--- src/rtl/dmi_req_sequencer.sv ---
// DMI request sequencer: one outstanding DMI request forwarded to the debug module, response held until taken.
// Optional response timeout enabled by defining DMI_SEQ_TIMEOUT_EN.
module dmi_req_sequencer #(
  parameter int unsigned TimeoutCycles = 1024
) (
  input  logic        clk_i,
  input  logic        rst_i,
  input  logic [40:0] dmi_req_i,
  input  logic        dmi_req_valid_i,
  output logic        dmi_req_ready_o,
  output logic [33:0] dmi_resp_o,
  output logic        dmi_resp_valid_o,
  input  logic        dmi_resp_ready_i,
  output logic [40:0] dm_req_o,
  output logic        dm_req_valid_o,
  input  logic        dm_req_ready_i,
  input  logic [33:0] dm_resp_i,
  input  logic        dm_resp_valid_i,
  output logic        dm_resp_ready_o
);

  typedef enum logic [1:0] {IDLE, ISSUE, WAIT, RESP} state_e;

  localparam logic [1:0]  OP_NOP   = 2'd0;
  localparam logic [1:0]  OP_READ  = 2'd1;
  localparam logic [1:0]  OP_WRITE = 2'd2;
  localparam logic [33:0] RESP_OK     = 34'd0;
  localparam logic [33:0] RESP_FAILED = 34'd2;

  state_e      state_q, state_d;
  logic [40:0] req_q, req_d;
  logic [33:0] resp_q, resp_d;
  logic        stale_q;
  logic        timeout;

`ifdef DMI_SEQ_TIMEOUT_EN
  localparam int unsigned     CntW    = $clog2(TimeoutCycles + 1);
  localparam logic [CntW-1:0] CntLast = CntW'(TimeoutCycles - 1);

  logic [CntW-1:0] cnt_q, cnt_d;
  logic            stale_d;

  // A response arriving on the expiry cycle wins over the synthesized failure.
  always_comb begin
    timeout = (state_q == WAIT) && !dm_resp_valid_i && (cnt_q == CntLast);
    cnt_d   = cnt_q;
    stale_d = stale_q;
    if (state_q == ISSUE && dm_req_ready_i) begin
      cnt_d = '0;
    end else if (state_q == WAIT && !dm_resp_valid_i) begin
      cnt_d = cnt_q + 1'b1;
    end
    if (timeout) begin
      stale_d = 1'b1;
    end else if (stale_q && dm_resp_valid_i) begin
      stale_d = 1'b0;
    end
  end

  always_ff @(posedge clk_i) begin
    if (rst_i) begin
      cnt_q   <= '0;
      stale_q <= 1'b0;
    end else begin
      cnt_q   <= cnt_d;
      stale_q <= stale_d;
    end
  end
`else
  assign stale_q = 1'b0;
  assign timeout = 1'b0;
`endif

  always_comb begin
    state_d = state_q;
    req_d   = req_q;
    resp_d  = resp_q;
    unique case (state_q)
      IDLE: begin
        if (dmi_req_valid_i && !stale_q) begin
          req_d = dmi_req_i;
          unique case (dmi_req_i[1:0])
            OP_READ, OP_WRITE: state_d = ISSUE;
            OP_NOP: begin
              resp_d  = RESP_OK;
              state_d = RESP;
            end
            default: begin
              resp_d  = RESP_FAILED;
              state_d = RESP;
            end
          endcase
        end
      end
      ISSUE: begin
        if (dm_req_ready_i) state_d = WAIT;
      end
      WAIT: begin
        if (dm_resp_valid_i) begin
          resp_d  = dm_resp_i;
          state_d = RESP;
        end else if (timeout) begin
          resp_d  = RESP_FAILED;
          state_d = RESP;
        end
      end
      RESP: begin
        if (dmi_resp_ready_i) state_d = IDLE;
      end
      default: state_d = IDLE;
    endcase
  end

  always_ff @(posedge clk_i) begin
    if (rst_i) begin
      state_q <= IDLE;
      req_q   <= '0;
      resp_q  <= '0;
    end else begin
      state_q <= state_d;
      req_q   <= req_d;
      resp_q  <= resp_d;
    end
  end

  // Handshake outputs decode state only; payloads come straight from registers.
  assign dmi_req_ready_o  = (state_q == IDLE) && !stale_q;
  assign dm_req_valid_o   = (state_q == ISSUE);
  assign dm_resp_ready_o  = (state_q == WAIT) || stale_q;
  assign dmi_resp_valid_o = (state_q == RESP);
  assign dm_req_o         = req_q;
  assign dmi_resp_o       = resp_q;

endmodule

--- config.mk ---
export PLATFORM = sky130hd
export DESIGN_NAME = dmi_req_sequencer
export DESIGN_NICKNAME = d
export VERILOG_FILES = /design/src/rtl/dmi_req_sequencer.sv
export SDC_FILE = /design/constraint.sdc
export NUM_CORES = 1
export LEC_CHECK = 0
export BUFFER_PORTS_ARGS = -buffer_cell sky130_fd_sc_hd__buf_2
export CORE_MARGIN = 5
export CORE_UTILIZATION = 25
export DETAILED_ROUTE_END_ITERATION = 8
export REMOVE_ABC_BUFFERS = 1
export SLEW_MARGIN = 10
export SYNTH_ARGS = -nofsm -noshare
export SYNTH_HDL_FRONTEND = slang
export SYNTH_SLANG_ARGS = --single-unit
--- constraint.sdc ---
create_clock -name clk_i -period 3.25 [get_ports clk_i]
set_clock_uncertainty 0.2 [all_clocks]
set_input_delay 0.65 -clock clk_i [delete_from_list [all_inputs] [get_ports clk_i]]
set_output_delay 0.65 -clock clk_i [all_outputs]
set_load 0.03 [all_outputs]
# Word level (Yosys, flattened, before mapping)

Cells that the tools add are included.
W data, S select, Z words.

Bits in registers: 77
Bits of input ports: 81
Output and inout bits: 79
Logic and storage cells: 30

Equal/unequal tests: 10
Multiplexer cells: 10
Reduce and logical (&&, ||, !) cells: 7

Operators by type and width:

| cell                 | number |
|---|---|
| $pmux W34 S2         | 2 |
| $mux W34             | 2 |
| $mux W2              | 5 |
| $pmux W2 S4          | 1 |
| $reduce_and A4 Y1    | 2 |
| $eq A2 B2 Y1 const B | 3 |
| $ne A2 B2 Y1 const B | 3 |
| $eq A2 B1 Y1 const B | 2 |
| $logic_not A2 Y1     | 2 |
| $ne A2 B1 Y1 const B | 2 |
| $reduce_and A2 Y1    | 1 |
| $reduce_bool A2 Y1   | 1 |
| $reduce_or A2 Y1     | 1 |

# Logic depth before layout (Yosys ltp)

Depth in word-level cells: 5
Gate-level depth with buffers: 8
Mapped depth without buffers: 5

# Worst setup path before layout

No wires, ideal clock.

Path kind: flip-flop to flip-flop
Start: register state_q[0]
End: register resp_q[1] (netlist: dmi_resp_o[1])
Setup time: 123 ps
Arrival: 1939 ps
Data required time: 2927 ps
Setup slack: 987 ps
Stages on the path, launching flop included: 8
Buffers on the path: 2
Clock period less this slack: 2263 ps
Path through: dfxtp_1 > inv_1 > ha_1 > buf_4 > nor2_1 > or4b_1 > buf_4 > mux2_1

Word-level cells in the longest chain between the ends: 3
Elaborated cells between the ends (all ways): 8
Those cells by class: 4 x eq/ne; 1 x mux; 3 x reduce/logical

Ends and longest elaborated chain:

| item                                                                | RTL line | text |
|---|---|---|
| start: declaration                                                  | 30       | `state_e state_q, state_d;` |
| start signal: assignment                                            | 120      | `state_q <= state_d;` |
| $eq A2 B2 Y1 (*)                                                    | n/a      |  |
| via dm_resp_ready_o                                                 | 19       | `output logic dm_resp_ready_o` |
| $ne A2 B2 Y1 (no line) / $reduce_bool A2 Y1 (equally long branches) | n/a      |  |
| $reduce_and A4 Y1 (no line)                                         | n/a      |  |
| end signal: assignment                                              | 122      | `resp_q <= resp_d;` |
| end: declaration                                                    | 32       | `logic [33:0] resp_q, resp_d;` |

The timed path passes the listed nets; every way through them passes the cells marked *.
A chain may end at the register's enable or synchronous reset.

# Worst setup path in the final report

Start: register state_q[0]
End: register resp_q[10] (netlist: dmi_resp_o[10])

Word-level cells in the longest chain between the ends: 3
Elaborated cells between the ends (all ways): 8
Those cells by class: 4 x eq/ne; 1 x mux; 3 x reduce/logical

Ends and longest elaborated chain:

| item                                                                | RTL line | text |
|---|---|---|
| $eq A2 B2 Y1 / $logic_not A2 Y1 (equally long branches)             | 78       | `unique case (state_q)` |
| $ne A2 B2 Y1 (no line) / $reduce_bool A2 Y1 (equally long branches) | n/a      |  |
| $reduce_and A4 Y1 (no line)                                         | n/a      |  |

Parallel ways exist; a longest one is shown, timed or not.

==> flow_results.xml <==
<?xml version="1.0" encoding="UTF-8"?>
<metrics>
  <group name="run_status">
    <metric name="run_status" unit="">complete, no violations</metric>
  </group>
  <group name="sta">
    <metric name="rsz0062_at_grt" unit="">no</metric>
    <metric name="relSlewSlack" unit="%">62.0</metric>
    <metric name="fin_tns_setup" unit="ps">0</metric>
    <metric name="worst_hold_slack" unit="ps">251</metric>
    <metric name="worst-slew-pin-transition" unit="ps">570</metric>
    <metric name="timing.final.max_slew_violations" unit="">0</metric>
    <metric name="clock.fmax" unit="MHz">382</metric>
    <metric name="finalWorstPathRequiredPeriod" unit="ps">2620</metric>
    <metric name="setup_viol" unit="">0</metric>
    <metric name="fin_crit_sh" unit="%">80.6</metric>
    <metric name="hold_viol" unit="">0</metric>
    <metric name="setup_slack" unit="ps">632</metric>
  </group>
  <group name="routing">
    <metric name="routed-via-count" unit="">2941</metric>
    <metric name="dr.first_iter.drc_count" unit="">96</metric>
    <metric name="antenna_left" unit="">0</metric>
    <metric name="post-route-drc-count" unit="">0</metric>
    <metric name="route.final.wire_length" unit="mm">8.75</metric>
    <metric name="detail_route.wl_per_cell" unit="um">12.8</metric>
    <metric name="first_pass_iters" unit="">4</metric>
    <metric name="avgViaCountPerCell" unit="">4.29</metric>
  </group>
  <group name="setup_path">
    <metric name="cpLargestDelayFamily" unit="">buffers and inverters</metric>
    <metric name="worst-endpoint-arrival" unit="ps">2610</metric>
    <metric name="crit-reg2reg-capture" unit="">dmi_resp_o[10]</metric>
    <metric name="critPathBufInv" unit="">3</metric>
    <metric name="worst_path_max_stage_delay" unit="ps">640</metric>
    <metric name="crit_top_cell" unit="">buf_4</metric>
    <metric name="required" unit="ps">3240</metric>
    <metric name="worstSetupStartpoint" unit="">state_q[0]</metric>
    <metric name="cp-start-kind" unit="">flop</metric>
    <metric name="setup.reg_to_reg.worst_slack" unit="ps">630</metric>
    <metric name="r2r_cell_count" unit="">7</metric>
    <metric name="cp-end-kind" unit="">flop</metric>
    <metric name="cp_cell_sequence" unit="">inv_1, ha_1, buf_4, nor2_1, or4b_2, buf_4, mux2i_1</metric>
    <metric name="critical_path.max_fanout" unit="">38</metric>
    <metric name="crit_cells" unit="">7</metric>
    <metric name="timing.setup.critical_path_class" unit="">flop to flop</metric>
    <metric name="worstReg2RegStart" unit="">state_q[0]</metric>
    <metric name="library_cell_contributing_the_largest_single_delay_on_the_critical_path" unit="">or4b_2</metric>
    <metric name="endpoint" unit="">dmi_resp_o[10]</metric>
  </group>
  <group name="placement">
    <metric name="hpwl" unit="mm">6.39</metric>
    <metric name="dp_slack" unit="ps">607</metric>
    <metric name="placed_cells" unit="">669</metric>
    <metric name="placement.io_buffers" unit="">159</metric>
    <metric name="place_congestion" unit="">0.690</metric>
  </group>
  <group name="finish">
    <metric name="final_util" unit="%">35.1</metric>
    <metric name="seqCellArea" unit="um^2">1540</metric>
    <metric name="layoutNonFillerInstCount" unit="">685</metric>
    <metric name="multiInputGateArea" unit="um^2">1530</metric>
    <metric name="area_growth" unit="%">37.3</metric>
    <metric name="mostFrequentLayoutCells" unit="">159 x buf_2, 85 x nand2_1, 77 x dfxtp_1, 43 x a21oi_1, 36 x nand2b_1</metric>
    <metric name="layout.cells.most_common" unit="">buf_2</metric>
    <metric name="n_antenna_cell" unit="">0</metric>
    <metric name="n_fill_cell" unit="">1360</metric>
    <metric name="nNetsFinal" unit="">595</metric>
    <metric name="post_route_cells_drive_above_1_share" unit="%">35.3</metric>
  </group>
  <group name="floorplanning">
    <metric name="floorplan.io_pins" unit="">160</metric>
    <metric name="start_util" unit="%">25.6</metric>
    <metric name="die_h" unit="um">124</metric>
    <metric name="design.core.area" unit="um^2">12600</metric>
    <metric name="die_width" unit="um">124</metric>
    <metric name="design.die.area" unit="um^2">15300</metric>
    <metric name="placementRows" unit="">41</metric>
  </group>
  <group name="logic_synthesis">
    <metric name="synth_edf_count" unit="">0</metric>
    <metric name="post_synth_num_cell_types" unit="">22</metric>
    <metric name="yosysTopAreaCellShare" unit="%">47.7</metric>
    <metric name="post_synth_instance_area" unit="um^2">3230</metric>
    <metric name="synth_top_flop_cell" unit="">dfxtp_1</metric>
    <metric name="yosysTopAreaCell" unit="">dfxtp_1</metric>
    <metric name="ys_ff_latch" unit="">77</metric>
    <metric name="yosysSeqAreaShare" unit="%">47.7</metric>
    <metric name="syn_inst_count" unit="">361</metric>
    <metric name="yosys-top-cells-area" unit="">dfxtp_1 48%, mux2i_1 11%, nand2_1 9.9%, nand3b_1 7.7%, nand2b_1 7.0%</metric>
    <metric name="ys.warnings.count" unit="">0</metric>
    <metric name="postSynth.asyncResetShare" unit="%">0</metric>
    <metric name="postSynthAreaPerCell" unit="um^2">8.95</metric>
  </group>
  <group name="hold_path">
    <metric name="worstHoldPathType" unit="">flop to flop</metric>
  </group>
  <group name="cts">
    <metric name="cts_tree" unit="">done</metric>
    <metric name="cts_hold_buffers" unit="">0</metric>
    <metric name="cts_max_path_buffers" unit="">2</metric>
    <metric name="numClockSinks" unit="">77</metric>
    <metric name="clock-root-buffer" unit="">clkbuf_16</metric>
    <metric name="ctsHtreeMaxLevel" unit="">3</metric>
    <metric name="numCtsBuffers" unit="">9</metric>
    <metric name="cts_repair_resize_count" unit="">0</metric>
    <metric name="clock_latency" unit="ps">330</metric>
    <metric name="post_cts_buffers" unit="">0</metric>
    <metric name="path_clk_slew" unit="ps">60</metric>
  </group>
  <group name="power">
    <metric name="power.density" unit="nW/um^2">783</metric>
    <metric name="ir_drop" unit="uV">340</metric>
    <metric name="p_leak" unit="nW">2.13</metric>
  </group>
  <group name="global_routing">
    <metric name="groute.usage.overall" unit="%">11.5</metric>
    <metric name="grt.overflow.total" unit="">0</metric>
    <metric name="grt_start_max_net_pins" unit="">60</metric>
    <metric name="first_pass_grt_wire_length" unit="mm">13.9</metric>
    <metric name="vias_in_the_first_global_route" unit="">2964</metric>
    <metric name="antenna_found_initial" unit="">0</metric>
  </group>
  <group name="run">
    <metric name="max_cap_viol_count" unit="">0</metric>
  </group>
</metrics>
per-stage QoR:
| stage | total power (W) | cell area [um^2] |
|---|---|---|
| floorplan | 0.00214 | 3090 |
| global placement | 0.00250 | 4150 |
| detailed placement | 0.00253 | 4150 |
| CTS | 0.00354 | 4430 |
| global route | 0.00369 | 4430 |
| finish | 0.00347 | 4430 |
state kept, by name, indices dropped and copies added, names as in the netlist:
name / cells
state_q: 2
dmi_resp_o: 34
dm_req_o: 41
worst min path at each step:
stage                           start           to  slack (ps)  cells after the start
after floorplan            state_q[0]   state_q[0]         280                      2
after global placement    dm_req_o[3]  dm_req_o[3]         240                      2
after detailed placement  dm_req_o[7]  dm_req_o[7]         240                      2
after CTS                 dm_req_o[7]  dm_req_o[7]         250                      2
after global routing      dm_req_o[7]  dm_req_o[7]         260                      2
final                     dm_req_o[7]  dm_req_o[7]         250                      2
worst register-to-register path, delay by kind of cell, from the launching register on:
kind | cells | cell delay (ps)
DFF | 1 | 340
buffers and inverters | 3 | 800
and+or+nand+nor | 2 | 720
adders and majority gates | 1 | 190
muxes | 1 | 230
where the power goes:
part | leakage (nW) | switching [W] | internal [W]
Clock | 0.138 | 0.000357 | 0.000617
Combinational | 1.36 | 0.000869 | 0.000464
Sequential | 0.627 | 0.0000748 | 0.00109
Total | 2.13 | 0.00130 | 0.00217
area by class of cell:
| type | count | share of cell area [%] |
|---|---|---|
| Multi-Input combinational cell | 250 | 34.5 |
| Sequential cell | 77 | 34.8 |
| Clock inverter | 1 | 0.677 |
| Inverter | 5 | 0.423 |
| Tap cell | 172 | 4.85 |
| Clock buffer | 15 | 5.81 |
| Timing Repair Buffer | 165 | 19.0 |
layer usage:
metal,global-route usage [%],up-vias,share of wire (%)
met2,17.6,123,43
met4,4.15,0,1.5
li1,-,1473,-
met3,5.99,13,12
met1,13.8,1332,43
met5,0,-,0
Yosys cell counts (2+ instances only):
cell type	number
nand2_1	85
dfxtp_1	77
a21oi_1	43
nand2b_1	36
mux2i_1	34
nand3b_1	33
clkbuf_1	24
ha_1	6
inv_1	4
buf_6	3
nor2b_1	3
buf_4	2
nor2_1	2
cells by family (layout without fill, tap and decap cells):
logic type | after synthesis | after routing | synth area share [%]
AO/OA/AOI/OAI | 45 | 45 | 7.36
adder cells (fa/ha/maj) | 6 | 6 | 2.32
buffers and inverters | 34 | 186 | 4.88
flip-flops | 77 | 77 | 47.7
multiplexers | 36 | 36 | 11.2
AND/OR/NAND/NOR | 163 | 163 | 26.5
(Power assumes the default switching activity.)
